--- src/rtl/pipeline_ctrl.sv ---
// Hazard and stage-sequencing controller for the pipelined core: load-use stalls,
// taken-branch flushes, memory-wait freezes and EX operand forwarding selects.
module pipeline_ctrl #(
    parameter int unsigned N_STAGES = 5,
    parameter int unsigned REG_AW   = 5,
    parameter int unsigned SEL_W    = 3,
    parameter int unsigned CNT_W    = 16
) (
    input  logic                CLK,
    input  logic                Reset,
    input  logic [REG_AW-1:0]   id_rs,
    input  logic [REG_AW-1:0]   id_rt,
    input  logic                id_use_rs,
    input  logic                id_use_rt,
    input  logic                id_reg_write,
    input  logic                id_mem_read,
    input  logic [REG_AW-1:0]   id_dest,
    input  logic                branch_taken,
    input  logic                mem_busy,
    output logic                PCWrite,
    output logic [N_STAGES-1:0] stage_en,
    output logic [N_STAGES-1:0] stage_valid,
    output logic                bubble_ex,
    output logic [SEL_W-1:0]    fwd_a,
    output logic [SEL_W-1:0]    fwd_b,
    output logic [CNT_W-1:0]    stall_cnt
);

    localparam logic [CNT_W-1:0] CNT_MAX = '1;

    typedef enum logic [1:0] {
        MODE_NORMAL,
        MODE_LOAD_USE,
        MODE_BRANCH,
        MODE_FREEZE
    } mode_e;

    logic [N_STAGES-1:0] valid_q;
    logic [REG_AW-1:0]   dest_q [2:N_STAGES-1];
    logic                rw_q   [2:N_STAGES-1];
    logic                mr_q   [2:N_STAGES-1];
    logic [REG_AW-1:0]   ex_rs_q;
    logic [REG_AW-1:0]   ex_rt_q;
    logic                load_use;
    mode_e               mode;

    assign stage_valid = valid_q;

    // Load in EX whose destination is read by the instruction in ID
    always_comb begin
        load_use = valid_q[1] & valid_q[2] & mr_q[2] & (dest_q[2] != '0) &
                   ((id_use_rs & (id_rs == dest_q[2])) | (id_use_rt & (id_rt == dest_q[2])));
    end

    // Cycle mode, highest priority first
    always_comb begin
        mode = MODE_NORMAL;
        if (mem_busy) begin
            mode = MODE_FREEZE;
        end else if (branch_taken && valid_q[2]) begin
            mode = MODE_BRANCH;
        end else if (load_use) begin
            mode = MODE_LOAD_USE;
        end
    end

    always_comb begin
        PCWrite   = 1'b0;
        stage_en  = '0;
        bubble_ex = 1'b0;
        if (Reset) begin
            case (mode)
                MODE_NORMAL: begin
                    PCWrite  = 1'b1;
                    stage_en = '1;
                end
                MODE_BRANCH: begin
                    PCWrite   = 1'b1;
                    stage_en  = '1;
                    bubble_ex = 1'b1;
                end
                MODE_LOAD_USE: begin
                    stage_en  = {{(N_STAGES-2){1'b1}}, 2'b00};
                    bubble_ex = 1'b1;
                end
                default: begin
                end
            endcase
        end
    end

    // Trackers move in lockstep with the datapath stage registers
    always_ff @(posedge CLK) begin
        if (!Reset) begin
            valid_q   <= '0;
            stall_cnt <= '0;
            ex_rs_q   <= '0;
            ex_rt_q   <= '0;
            for (int k = 2; k < int'(N_STAGES); k++) begin
                dest_q[k] <= '0;
                rw_q[k]   <= 1'b0;
                mr_q[k]   <= 1'b0;
            end
        end else begin
            if ((mode == MODE_FREEZE || mode == MODE_LOAD_USE) && stall_cnt != CNT_MAX) begin
                stall_cnt <= stall_cnt + CNT_W'(1);
            end
            if (stage_en[0]) begin
                valid_q[0] <= 1'b1;
            end
            if (stage_en[1]) begin
                valid_q[1] <= valid_q[0] & (mode != MODE_BRANCH);
            end
            if (stage_en[2]) begin
                if (bubble_ex) begin
                    valid_q[2] <= 1'b0;
                    dest_q[2]  <= '0;
                    rw_q[2]    <= 1'b0;
                    mr_q[2]    <= 1'b0;
                    ex_rs_q    <= '0;
                    ex_rt_q    <= '0;
                end else begin
                    valid_q[2] <= valid_q[1];
                    dest_q[2]  <= id_dest;
                    rw_q[2]    <= id_reg_write;
                    mr_q[2]    <= id_mem_read;
                    ex_rs_q    <= id_rs;
                    ex_rt_q    <= id_rt;
                end
            end
            for (int k = 3; k < int'(N_STAGES); k++) begin
                if (stage_en[k]) begin
                    valid_q[k] <= valid_q[k-1];
                    dest_q[k]  <= dest_q[k-1];
                    rw_q[k]    <= rw_q[k-1];
                    mr_q[k]    <= mr_q[k-1];
                end
            end
        end
    end

    // Youngest producer wins; a load still in MEM has no data to forward
    always_comb begin
        fwd_a = '0;
        fwd_b = '0;
        for (int k = int'(N_STAGES) - 1; k >= 3; k--) begin
            if (valid_q[k] && rw_q[k] && dest_q[k] != '0 && !(k == 3 && mr_q[k])) begin
                if (dest_q[k] == ex_rs_q) fwd_a = SEL_W'(k);
                if (dest_q[k] == ex_rt_q) fwd_b = SEL_W'(k);
            end
        end
        if (!valid_q[2]) begin
            fwd_a = '0;
            fwd_b = '0;
        end
    end

endmodule

--- config.mk ---
export PLATFORM = sky130hd
export DESIGN_NAME = pipeline_ctrl
export DESIGN_NICKNAME = d
export VERILOG_FILES = /design/src/rtl/pipeline_ctrl.sv
export SDC_FILE = /design/constraint.sdc
export NUM_CORES = 1
export LEC_CHECK = 0
export CAP_MARGIN = 30
export CORE_MARGIN = 2
export CORE_UTILIZATION = 54
export CTS_CLUSTER_DIAMETER = 200
export CTS_CLUSTER_SIZE = 28
export DETAILED_ROUTE_END_ITERATION = 8
export PLACE_DENSITY = 0.91
export SYNTH_ARGS = -nofsm -noshare
export SYNTH_HDL_FRONTEND = slang
export SYNTH_SLANG_ARGS = --single-unit
--- constraint.sdc ---
create_clock -name CLK -period 6.5 [get_ports CLK]
set_clock_uncertainty 0.2 [all_clocks]
set_input_delay 1.3 -clock CLK [delete_from_list [all_inputs] [get_ports CLK]]
set_output_delay 1.3 -clock CLK [all_outputs]
set_load 0.02 [all_outputs]
==> impl_metrics.env <==
export IMPL_status="finished clean"
export IMPL_crit_chain="clkdlybuf4s50_1 > xnor2_1 > nand4_1 > o22ai_2 > a21o_1 > inv_1 > ha_1 > nor2_1 > clkdlybuf4s50_1"
export IMPL_path_common_cell="clkdlybuf4s50_1"
export IMPL_yosys_area_top_type_share_pct=24.00
export IMPL_cts_resized=0
export IMPL_worst_pin_slew_ns=0.8406
export IMPL_drive_above_1_share_pct=5.212
export IMPL_numCtsBuffers=5
export IMPL_hold_path_class="reg2reg"
export IMPL_gp_congestion=0.8942
export IMPL_drt_wl_total_um=5910
export IMPL_synth_area_leaders="dfxtp_1 (24%), edfxtp_1 (23%), xnor2_1 (7.1%)"
export IMPL_syn_inst=256
export IMPL_worst_ep_required_time_ns=5.00
export IMPL_die_h_um=73.21
export IMPL_critPathMaxFanout=11
export IMPL_fin_tns_setup_ns=0
export IMPL_finalNetCount=331
export IMPL_dr_pass1_iters=4
export IMPL_grt_usage_pct=23.01
export IMPL_synth_edf_count=20
export IMPL_setup_viol=0
export IMPL_slew_headroom_pct=43.90
export IMPL_cts_tree="yes"
export IMPL_met3_length_um=268
export IMPL_drv_cap=0
export IMPL_cts_clk_slew_worst_paths_ns=0.08
export IMPL_synth_nets=281
export IMPL_cpPeakStageDelay_ns=0.62
export IMPL_cts_root_buf="clkbuf_8"
export IMPL_std_cell_rows=25
export IMPL_synth_cell_types=40
export IMPL_p_per_area_mw_per_mm2=199.9
export IMPL_report_final_hold_viol_count=0
export IMPL_initial_core_util_pct=55.49
export IMPL_postCtsSetupBuffers=0
export IMPL_antenna_cells=0
export IMPL_clock_path_buffers=2
export IMPL_die_x_um=73.21
export IMPL_drc=0
export IMPL_io_pins=57
export IMPL_top_layer_used="met4"
export IMPL_fp_coreArea_mm2=0.004661
export IMPL_seqCellArea_mm2=0.001221
export IMPL_grt_max_degree=26
export IMPL_dp_hpwl_um=4398
export IMPL_synth_area_mm2=0.002586
export IMPL_synthArstFlopShare_pct=0
export IMPL_syn_avg_cell_area_um2=10.10
export IMPL_startpoint_type="primary input"
export IMPL_grt_setup_unrepaired="false"
export IMPL_seq_area_frac_synth_pct=47.22
export IMPL_drt_iter0_drc=197
export IMPL_overflow=0
export IMPL_fp_dieArea_mm2=0.005359
export IMPL_cp_arrival_ns=4.04
export IMPL_p_leak_nw=1.180
export IMPL_syn_to_final_growth_pct=25.25
export IMPL_final_cells=361
export IMPL_finalCritPeriodShare_pct=85.30
export IMPL_cts_hold_fix_buffers=0
export IMPL_multi_input_area_mm2=0.001229
export IMPL_grt_pass1_vias=1986
export IMPL_period_minus_slack_ns=5.544
export IMPL_crit_slowest_cell="clkdlybuf4s50_1"
export IMPL_finalMaxSlewViolations=0
export IMPL_cts_num_sinks=51
export IMPL_ant_nets=0
export IMPL_fill_cells=330
export IMPL_io_buffer_count=56
export IMPL_r2r_slack_ns=3.52
export IMPL_place_inst=353
export IMPL_ys_warn_count=0
export IMPL_met1_length_um=2509
export IMPL_antenna_found_initial=0
export IMPL_wl_met2_um=3069
export IMPL_peakVddDrop_mv=0.1533
export IMPL_max_freq_ghz=0.1804
export IMPL_vias=2148
export IMPL_htree_levels=2
export IMPL_endpoint_kind="output port"
export IMPL_grt_pass1_wl_um=9570
export IMPL_synthFlopType="dfxtp_1"
export IMPL_routedWlPerCell_um=16.37
export IMPL_vias_per_cell=5.950
export IMPL_synth_area_leader_cell="dfxtp_1"
export IMPL_ys_seq_elements=51
export IMPL_clk_latency_ns=0.30
export IMPL_power_total_mw=0.6474
export IMPL_crit_type="in2out"
[layout make-up]
type | count | share of cell area (%)
Multi-Input combinational cell | 179 | 37.93
Sequential cell | 51 | 37.70
Timing Repair Buffer | 58 | 17.77
Clock buffer | 7 | 3.013
Tap cell | 54 | 2.086
Inverter | 11 | 1.275
Clock inverter | 1 | 0.2317
[cells in the mapped netlist (all sizes together) (8+ instances only)]
master,number
inv,10
dfxtp,31
and3,10
nor2,8
xor2,10
and2,17
edfxtp,20
nand3,17
a21oi,15
buf,9
xnor2,21
a22o,12
[routing by layer]
metal | GRT usage (%) | vias up
li1 | - | 1032
met4 | 5.761 | 0
met3 | 3.729 | 6
met1 | 30.34 | 1031
met5 | 0 | -
met2 | 39.34 | 79
[path summary, 6_finish.rpt]
path / from / to / cells after the start
setup reg to reg: dest_q[2][2] / ex_rs_q[1] / 8
setup / recovery: id_rs[2] / bubble_ex / 9
hold / removal: stage_valid[0] / stage_valid[1] / 2
hold reg to reg: stage_valid[0] / stage_valid[1] / 2
[kinds of logic after synthesis]
kind of cell / Yosys count / synth area share [%]
buffers and inverters: 26 / 5.273
AND/OR/NAND/NOR: 94 / 21.72
AO/OA/AOI/OAI: 50 / 13.55
flip-flops: 51 / 47.22
multiplexers: 2 / 0.7741
XOR/XNOR: 31 / 10.50
adder cells (fa/ha/maj): 2 / 0.9674
[critical path, delay by kind of cell]
kind | cells | cell delay [ns]
fa+ha+maj | 1 | 0.42
buf+inv | 3 | 1.27
xor+xnor | 1 | 0.15
compound gates | 2 | 0.64
simple gates | 2 | 0.27
[flip-flops by register name, indices dropped and copies added (netlist names)]
| register | cells |
|---|---|
| dest_q | 15 |
| mr_q | 2 |
| stage_valid | 5 |
| stall_cnt | 16 |
| rw_q | 3 |
| ex_rs_q | 5 |
| ex_rt_q | 5 |
[layout by cell type, fill, tap and decap left out, drive strengths merged]
cell	netlist	layout
a22o	12	12
a21boi	1	1
nor3b	1	1
nand3	17	17
nor2b	1	1
nand2	7	7
o21ai	7	7
o31ai	6	6
buf	9	2
or3	5	5
nor4	4	4
mux2i	2	2
a22oi	1	1
nor3	7	7
and3	10	10
a21oi	15	15
dfxtp	31	31
or4	7	7
xor2	10	10
nor2	8	8
clkbuf	6	7
xnor2	21	21
clkdlybuf4s50	0	56
and2	17	17
o22ai	1	1
a21o	6	6
edfxtp	20	20
nand2b	1	1
or2	1	1
inv	10	10
o2111ai	1	1
clkinvlp	0	1
clkinv	1	1
nand4b	1	1
nand4	7	7
ha	2	2
[metrics by stage]
stage	cell area [um2]	setup slack, ns	util, %	hold slack [ns]
3_5_place_dp	3134	0.9800	67.25	0.2890
3_3_place_gp	3134	1.084	67.25	0.2807
2_1_floorplan	2586	2.381	-	0.2967
5_1_grt	3239	0.8563	69.50	0.3197
4_1_cts	3239	0.9704	69.50	0.3077
6_report	3239	0.9557	69.50	0.3157
[power breakdown]
part           switching [mW]  internal [mW]
clock network           0.100         0.0994
registers              0.0169          0.347
logic                  0.0400         0.0443
Power figures use the tool's default switching activity.
